**src/rtl/mul_pkg.sv**
```systemverilog
// mul_pkg: shared encodings and Booth recoding helper for the iterative multiplier
package mul_pkg;
  typedef enum logic [1:0] {MUL_UU = 2'b00, MUL_SU = 2'b01, MUL_SS = 2'b11} mode_t;
  typedef enum logic [1:0] {ST_IDLE, ST_BUSY, ST_DONE} state_t;
  typedef struct packed {
    logic neg;
    logic zero;
    logic one;
    logic two;
  } booth_sel_t;
  function automatic booth_sel_t booth_decode(input logic [2:0] grp);
    booth_sel_t s;
    s.zero = (grp == 3'b000) | (grp == 3'b111);
    s.neg = grp[2];
    s.one = grp[1] ^ grp[0];
    s.two = (grp == 3'b011) | (grp == 3'b100);
    return s;
  endfunction
endpackage

```
**src/rtl/booth_pp_gen.sv**
```systemverilog
// booth_pp_gen: one radix-4 Booth partial product (inverted when negative, +1 supplied by caller)
module booth_pp_gen
  import mul_pkg::*;
#(
  parameter int N = 66
) (
  input  logic [2:0]   grp,
  input  logic [N-1:0] a_ext,
  output logic [N:0]   pp,
  output logic         neg
);
  booth_sel_t sel;
  logic [N:0] mag;
  // select 0, A or 2A, then one's-complement for the negative digits
  always_comb begin
    sel = booth_decode(grp);
    mag = ({(N+1){sel.one}} & {a_ext[N-1], a_ext}) | ({(N+1){sel.two}} & {a_ext, 1'b0});
    neg = sel.neg & ~sel.zero;
    pp = neg ? ~mag : mag;
  end
endmodule

```
**src/rtl/booth_iter_mul.sv**
```systemverilog
// booth_iter_mul: iterative radix-4 Booth multiplier with valid/ready handshakes and flush
module booth_iter_mul
  import mul_pkg::*;
#(
  parameter int WIDTH = 64,
  parameter int PP_PER_CYC = 1
) (
  input  logic               clk,
  input  logic               rst_n,
  input  logic               flush,
  input  logic               in_valid,
  output logic               in_ready,
  input  logic [1:0]         in_mode,
  input  logic [WIDTH-1:0]   in_a,
  input  logic [WIDTH-1:0]   in_b,
  output logic               out_valid,
  input  logic               out_ready,
  output logic [2*WIDTH-1:0] out_prod
);
  localparam int N = WIDTH + 2;
  localparam int GRP = N / 2;
  localparam int ITERS = (GRP + PP_PER_CYC - 1) / PP_PER_CYC;
  localparam int CW = $clog2(ITERS + 1);
  localparam int PW = 2 * WIDTH;
  state_t state, state_nx;
  logic [CW-1:0] iter_cnt;
  logic [N-1:0] a_reg;
  logic [N:0] b_sh;
  logic [PW-1:0] acc, acc_nx;
  logic [N:0] pp [PP_PER_CYC];
  logic [PP_PER_CYC-1:0] neg;
  logic accept, last, a_sgn, b_sgn;
  assign a_sgn = (in_mode == MUL_SU) || (in_mode == MUL_SS);
  assign b_sgn = in_mode == MUL_SS;
  assign in_ready = ~flush & ((state == ST_IDLE) | ((state == ST_DONE) & out_ready));
  assign accept = in_valid & in_ready;
  assign last = iter_cnt == CW'(ITERS - 1);
  assign out_valid = state == ST_DONE;
  assign out_prod = acc;
  for (genvar s = 0; s < PP_PER_CYC; s++) begin : g_pp
    booth_pp_gen #(.N(N)) u_pp (.grp(b_sh[2*s +: 3]), .a_ext(a_reg), .pp(pp[s]), .neg(neg[s]));
  end
  // add this cycle's shifted partial products; bits above 2*WIDTH never reach out_prod so the
  // sum is kept modulo 2^(2*WIDTH), and slots past the last Booth group contribute nothing
  always_comb begin
    acc_nx = acc;
    for (int k = 0; k < PP_PER_CYC; k++)
      if (int'(iter_cnt) * PP_PER_CYC + k < GRP)
        acc_nx = acc_nx + (({{(PW-N-1){pp[k][N]}}, pp[k]} + PW'(neg[k])) << (2 * (int'(iter_cnt) * PP_PER_CYC + k)));
  end
  // flush wins, then a new accept, then BUSY/DONE progression
  always_comb begin
    state_nx = flush ? ST_IDLE :
               accept ? ST_BUSY :
               (state == ST_BUSY && last) ? ST_DONE :
               (state == ST_DONE && out_ready) ? ST_IDLE : state;
  end
  // state, operand capture and accumulation
  always_ff @(posedge clk or negedge rst_n) begin
    if (!rst_n) begin
      state <= ST_IDLE;
      iter_cnt <= '0;
      a_reg <= '0;
      b_sh <= '0;
      acc <= '0;
    end else begin
      state <= state_nx;
      if (accept) begin
        iter_cnt <= '0;
        a_reg <= {{2{a_sgn & in_a[WIDTH-1]}}, in_a};
        b_sh <= {{2{b_sgn & in_b[WIDTH-1]}}, in_b, 1'b0};
        acc <= '0;
      end else if (state == ST_BUSY) begin
        iter_cnt <= iter_cnt + CW'(1);
        b_sh <= $signed(b_sh) >>> (2 * PP_PER_CYC);
        acc <= acc_nx;
      end
    end
  end
endmodule
```
**config.mk**
```make
export PLATFORM = sky130hd
export DESIGN_NAME = booth_iter_mul
export DESIGN_NICKNAME = d
export VERILOG_FILES = /design/src/rtl/mul_pkg.sv /design/src/rtl/booth_pp_gen.sv /design/src/rtl/booth_iter_mul.sv
export SDC_FILE = /design/constraint.sdc
export NUM_CORES = 1
export LEC_CHECK = 0
export CORE_MARGIN = 2
export CORE_UTILIZATION = 45
export CTS_CLUSTER_DIAMETER = 60
export DETAILED_ROUTE_END_ITERATION = 7
export PLACE_DENSITY = 0.62
export REMOVE_ABC_BUFFERS = 1
export SLEW_MARGIN = 20
export SYNTH_ARGS = -nofsm -noshare
export SYNTH_HDL_FRONTEND = slang
export SYNTH_SLANG_ARGS = --single-unit
```
**constraint.sdc**
```tcl
create_clock -name clk -period 22.7 [get_ports clk]
set_clock_uncertainty 0.15 [all_clocks]
set_input_delay 5.675 -clock clk [delete_from_list [all_inputs] [get_ports clk]]
set_output_delay 5.675 -clock clk [all_outputs]
set_load 0.05 [all_outputs]
```
After elaboration in Yosys (flattened, before gate mapping)

Cells that the tools add are included.

Register bits: 268
Output and inout bits: 130
Logic and storage cells: 56

Add/subtract/negate cells: 3
$lt $le $gt $ge: 1
Eq/ne operators: 8
Shift operators: 1
Muxes and demuxes: 12
Bitwise operators: 16
Reduce and logical (&&, ||, !) cells: 9

Operator list:

| operator              | count |
|---|---|
| $mux W128             | 3 |
| $and A67 B67 Y67      | 2 |
| $mux W67              | 2 |
| $add A128 B128 Y128   | 1 |
| $shl A128 B7 Y128     | 1 |
| $add A67 B2 Y68       | 1 |
| $not A67 Y67          | 1 |
| $or A67 B67 Y67       | 1 |
| $mux W66              | 1 |
| $mux W6               | 2 |
| $mux W2               | 4 |
| $add A6 B1 Y6 const B | 1 |
| $and A1 B1 Y1         | 6 |
| $eq A3 B3 Y1 const B  | 2 |
| $eq A6 B6 Y1 const B  | 1 |
| $lt A6 B6 Y1 const B  | 1 |
| $eq A2 B1 Y1 const B  | 2 |
| $eq A2 B2 Y1 const B  | 2 |
| $reduce_bool A2 Y1    | 2 |
| $reduce_bool A4 Y1    | 1 |
| $eq A3 B2 Y1 const B  | 1 |
| $logic_not A3 Y1      | 1 |
| $or A1 B1 Y1          | 3 |
| $logic_and A1 B1 Y1   | 2 |
| other kinds (5)       | 6 |

Logic depth before layout (Yosys ltp)

Gate-level depths: netlist (run 1).

Word-level depth: 12
Mapped depth: 43
Depth with buffers taken out: 34

Cells and area by module

A second synthesis (run 1) with hierarchy kept.

Cell total of the unflattened synthesis: 3889
Area total of the unflattened synthesis: 28571.2 µm²

Modules (own cells, without submodules):

| module         | times used | cells an instance | area an instance (µm²) | seq. area each (µm²) |
|---|---|---|---|---|
| booth_iter_mul | 1          | 3726              | 27077.2                | 6706.4 |
| booth_pp_gen   | 1          | 163               | 1493.9                 | 0.0 |

Worst setup path after synthesis (run 1)

No wires, ideal clock.

Kind: input to output
From: in out_ready
To: out in_ready
Arrival: 7010 ps
Required time: 16875 ps
Setup slack: 9865 ps
Stages on the path: 2
Path through: nand2b_1 -> nor3b_1

Word-level cells in the longest chain between the ends: 3

RTL lines:

| element         | line                 | text |
|---|---|---|
| start, declared | booth_iter_mul.sv:17 | `input logic out_ready,` |
| $and A1 B1 Y1   | booth_iter_mul.sv:35 | `assign in_ready = ~flush & ((state == ST_IDLE) \| ((state == ST_DONE) & out_ready));` |
| $or A1 B1 Y1    | booth_iter_mul.sv:35 |  |
| $and A1 B1 Y1   | booth_iter_mul.sv:35 |  |
| end, declared   | booth_iter_mul.sv:12 | `output logic in_ready,` |

Every way passes these cells.

Final worst setup path (run 1)

Same ends and word-level chain as after synthesis.

==> results of run 1 <==
-- stage by stage --
step	instances	instance area, um2	worst slack (ps)	util [%]
floorplan	3593	27000	9870	-
global placement	4731	31000	9270	50.2
detailed placement	4731	31000	9270	50.2
CTS	4801	32300	9250	52.2
global route	4802	32300	9200	52.2
finish	4802	32300	9270	52.2
-- cell usage in the layout (no fill, tap or decap), types with 95 or more instances in the layout --
cell type,instances
xnor2_1,106
ha_1,147
nor2_1,363
clkdlybuf4s50_1,263
a21o_1,95
o21ai_0,270
nand2_1,720
dfrtp_1,262
nand3_1,174
a21oi_1,307
-- critical path: stages --
cell and delay, ps:
clkdlybuf4s50_1 450, nand2b_1 110, nor3b_1 470, clkdlybuf4s50_1 910
-- worst max-delay path by stage --
| stage | slack [ps] | to | depth (start not counted) |
|---|---|---|---|
| floorplan | 9870 | in_ready | 2 |
| global placement | 9270 | in_ready | 4 |
| detailed placement | 9270 | in_ready | 4 |
| CTS | 9250 | in_ready | 4 |
| global route | 9200 | in_ready | 4 |
| finish | 9270 | in_ready | 4 |
-- area by class of cell --
class,instances,area (um2),area share [%]
clock buffer,52,1070,3.33
clock inverter,18,163,0.504
inverter,52,195,0.604
multi-input combinational,3273,20200,62.4
sequential,268,6710,20.8
tap,837,1050,3.24
timing repair buffer,302,2950,9.14
-- cell families after synthesis --
logic type / share of synthesized area (%)
DFF: 23.8
xor gates and xnor gates: 5.60
adders and majority gates: 6.69
buffers and inverters: 4.84
and+or+nand+nor: 26.4
AOI/OAI and AO/OA: 26.6
muxes: 6.11
-- per-layer routing --
metal	vias up	GRT usage, %	part of all wire [%]
met4	6	9.36	3.0
met1	14200	45.8	46
li1	14200	-	-
met5	-	0	0.036
met3	178	5.94	8.1
met2	1174	48.5	43
==> run metrics, run 1 <==
post-route ant nets 0; vias post-DR 29800; Vias/cell 6.20; First-pass DRT Iterations 6; initial core utilization 45.6%; largest cells by area after synthesis dfrtp_1, nand2_1, ha_1; Mapped Avg Cell Area 7.28 um2; core area 0.0618 mm2; # diodes 0; Synth top cells by count nand2_1, nor2_1, a21oi_1; RSZ-0062 raised after global routing no; number of enable flip-flop cells after synthesis 0; total clock sinks 268; RR Endpoint out_prod[127]$_DFFE_PN0P_; largest net degree at the start of global routing 111; flop2flop setup slack 11280 ps; CTS resizes 0; clk slew on worst S/H paths 60 ps; Hold Path Class reg2reg; Top Ports 265; Layout area overhead 14.6%; NumNets Final 4220; Avg WL per Cell 22.0 um; Setup Viol. Count Final 0; CP startpoint kind input port; Yosys top cell by area dfrtp_1; grt ovf 0; top cell type's share of synthesized area 23.8%; Seq/Total Area, Yosys 23.8%; die footprint 0.0646 mm2; fin crit period 13430 ps; post-synthesis cell type count 88; cts bufs inserted 38; Rows 91; first-pass GRT wire length 162000 um; DRT Wirelength 105000 um; post-synthesis instance area 0.0282 mm2; yosys warns 0; WHS 343 ps; final period utilization 59.2%; CTS max path bufs 3; critical path class in2out; setup TNS 0 ps; Hold Path End b_sh[1]$_DFFE_PN0P_; hold path start b_sh[3]$_DFFE_PN0P_; Die Wd 254 um; status finished, final reports clean; Max-slew headroom 22.0%; number of flip-flops in the largest register 128; Crit. End Element output pin; hold path depth 2; FFs w/ async S/R, synth 100%; iteration-0 DRC count of the detailed router 3439; GP Congestion 1.03; Tot GR Track Use 31.9%; share of cells above drive strength 1 5.65%; FMAX 0.0745 GHz; final hold vios 0; Reg2Reg Launch Point b_sh[1]$_DFFE_PN0P_; crit path max fanout 3; Maximum Capacitance Violations 0; hpwl dp 79800 um; cell count after synthesis 3870; # hold bufs at CTS 0; Synth Register Bits 268; cell depth of the worst flop-to-flop path 32; Least-Margin Pin Slew 1140 ps; fin. max-slew vios 0; # H-tree levels 2; worst-skew pair later-pin latency 580 ps; WP data arrival 7610 ps; Die Ht 254 um; drc violations 0; initial antenna violation count 4; top-count cell post-synth nand2_1; CTS tree done; Primary FF master, synth dfrtp_1; CP Data Required Time 16880 ps; fillers 6195; Root Driver clkbuf_16; Post-CTS Setup Bufs 0; IO Port Bufs 264; vias in the first global route 27600; Setup crit start out_ready
Power of run 1 is left out: the tool's default activity adds up to more than one toggle a clock period on the data nets, which glitch-free logic cannot reach.
==> inputs of run 2 (changes only) <==
- clock period: 22.7 -> 13.2 ns (I/O delays scaled with it)
==> run metrics, run 2 (synthesis gave the netlist of run 1 again) <==
Max-slew headroom 19.3% (-2.7 points); Crit. End Element flop; Tot GR Track Use 34.1% (+2.2 points); CTS tree done; Critical Path Max Stage Delay 1040 ps (+130 ps); Bufs and invs on worst path 1 (-1); commonest non-fill, non-tap cell in the layout nand2_1; grt ovf 0 (unchanged); Setup Viol. Count Final 0 (unchanged); hpwl dp 86100 um (+8.0%); First-pass DRT Iterations 7 (+1); Layout area overhead 15.1%; WP depth 28 (+24); Die Ht 254 um (unchanged); Cell Area, Placed 0.0310 mm2 (about the same); die footprint 0.0646 mm2 (unchanged); iteration-0 DRC count of the detailed router 3419 (-0.58%); Least-Margin Pin Slew 1200 ps (+57.0 ps); number of flip-flops in the largest register 128 (unchanged); initial antenna violation count 6 (+2); Maximum Capacitance Violations 0 (unchanged); initial core utilization 45.6% (unchanged); final period utilization 90.3%; Reg2Reg Launch Point b_sh[0]$_DFFE_PN0P_; largest net degree at the start of global routing 114 (+2.7%); hold path start b_sh[21]$_DFFE_PN0P_; core area 0.0618 mm2 (unchanged); drc violations 0 (unchanged); CTS max path bufs 3 (unchanged); Vias/cell 6.32 (+1.8%); CP Data Required Time 13530 ps (-3350 ps); vias post-DR 30300 (+1.8%); Final Cell Area 0.0324 mm2 (+0.40%); # hold bufs at CTS 0 (unchanged); GP Congestion 1.06 (+2.8%); Setup WS pre-CTS 1920 ps (-7350 ps); RSZ-0062 raised after global routing no; total clock sinks 268 (unchanged); commonest cells after routing, fill and taps aside nand2_1, nor2_1, a21oi_1, o21ai_0, clkdlybuf4s50_1; Avg WL per Cell 23.4 um (+6.7%); cts bufs inserted 39 (+2.6%); crit path max fanout 44 (+41); fillers 6149 (-0.74%); Hold Path Class reg2reg; Worst path top cell family by delay simple AND/OR/NAND/NOR gates; Rows 91 (unchanged); share of cells above drive strength 1 5.73% (+0.080 points); CTS resizes 0 (unchanged); FMAX 0.0839 GHz; IO Port Bufs 264 (unchanged); fin crit period 11910 ps; final worst setup slack 1290 ps (-7980 ps); status finished, final reports clean; Top Ports 265 (unchanged); cell depth of the worst flop-to-flop path 28 (-13%); fin. max-slew vios 0 (unchanged); CP startpoint kind flop; critical path class reg2reg; hold path depth 2 (unchanged); # H-tree levels 2 (unchanged); DRT Wirelength 113000 um (+6.7%); final hold vios 0 (unchanged); first-pass GRT wire length 171000 um (+5.5%); clk slew on worst S/H paths 60 ps (about the same); Worst path slowest cell a2111oi_1; Post-CTS Setup Bufs 0 (unchanged); setup TNS 0 ps (unchanged); post-route ant nets 0 (unchanged); vias in the first global route 28100 (+1.9%); Root Driver clkbuf_16; Die Wd 254 um (unchanged); worst-skew pair later-pin latency 580 ps (about the same); NumNets Final 4218 (-0.047%); WP data arrival 12240 ps (+4630 ps); Setup crit start b_sh[0]$_DFFE_PN0P_
run 2: final timing paths:
check	endpoint	slack, ps
setup / recovery	out_prod[90]$_DFFE_PN0P_	1290
hold / removal	b_sh[21]$_DFFE_PN0P_	330
setup reg to reg	out_prod[90]$_DFFE_PN0P_	1290
hold reg to reg	b_sh[21]$_DFFE_PN0P_	330
max in group asynchronous	out_prod[46]$_DFFE_PN0P_	8550
min in group asynchronous	a_reg[16]$_DFFE_PN0P_	2550
run 2: layout make-up:
type                    count  area [um2]  area share [%]
clock inverters            19         283           0.872
flip-flops and latches    268        6710            20.7
clock buffers              51        1100            3.39
inverters                  52         195           0.602
multi-input cells        3273       20200            62.2
repair buffers            299        2920            9.01
diodes                      3        7.51          0.0231
well taps                 837        1050            3.23
run 2: layer usage:
layer	GRT usage, %	share of wire [%]
met3	5.96	8.6
met2	52.3	44
met1	48.9	45
met4	9.51	2.9
met5	0	0.045
run 2: stage by stage:
step / utilization (%) / hold slack (ps) / std cells
2_1_floorplan: - / 296 / 3593
3_3_place_gp: 50.2 / 320 / 4729
3_5_place_dp: 50.2 / 322 / 4729
4_1_cts: 52.4 / 341 / 4799
5_1_grt: 52.4 / 362 / 4799
6_report: 52.5 / 333 / 4802
run 2: tightest hold or removal path: cells and delay by family, from the launching register on:
kind,cells,cell delay (ps)
flops,1,350
simple gates,2,100
Power of run 2 is left out for the same reason.
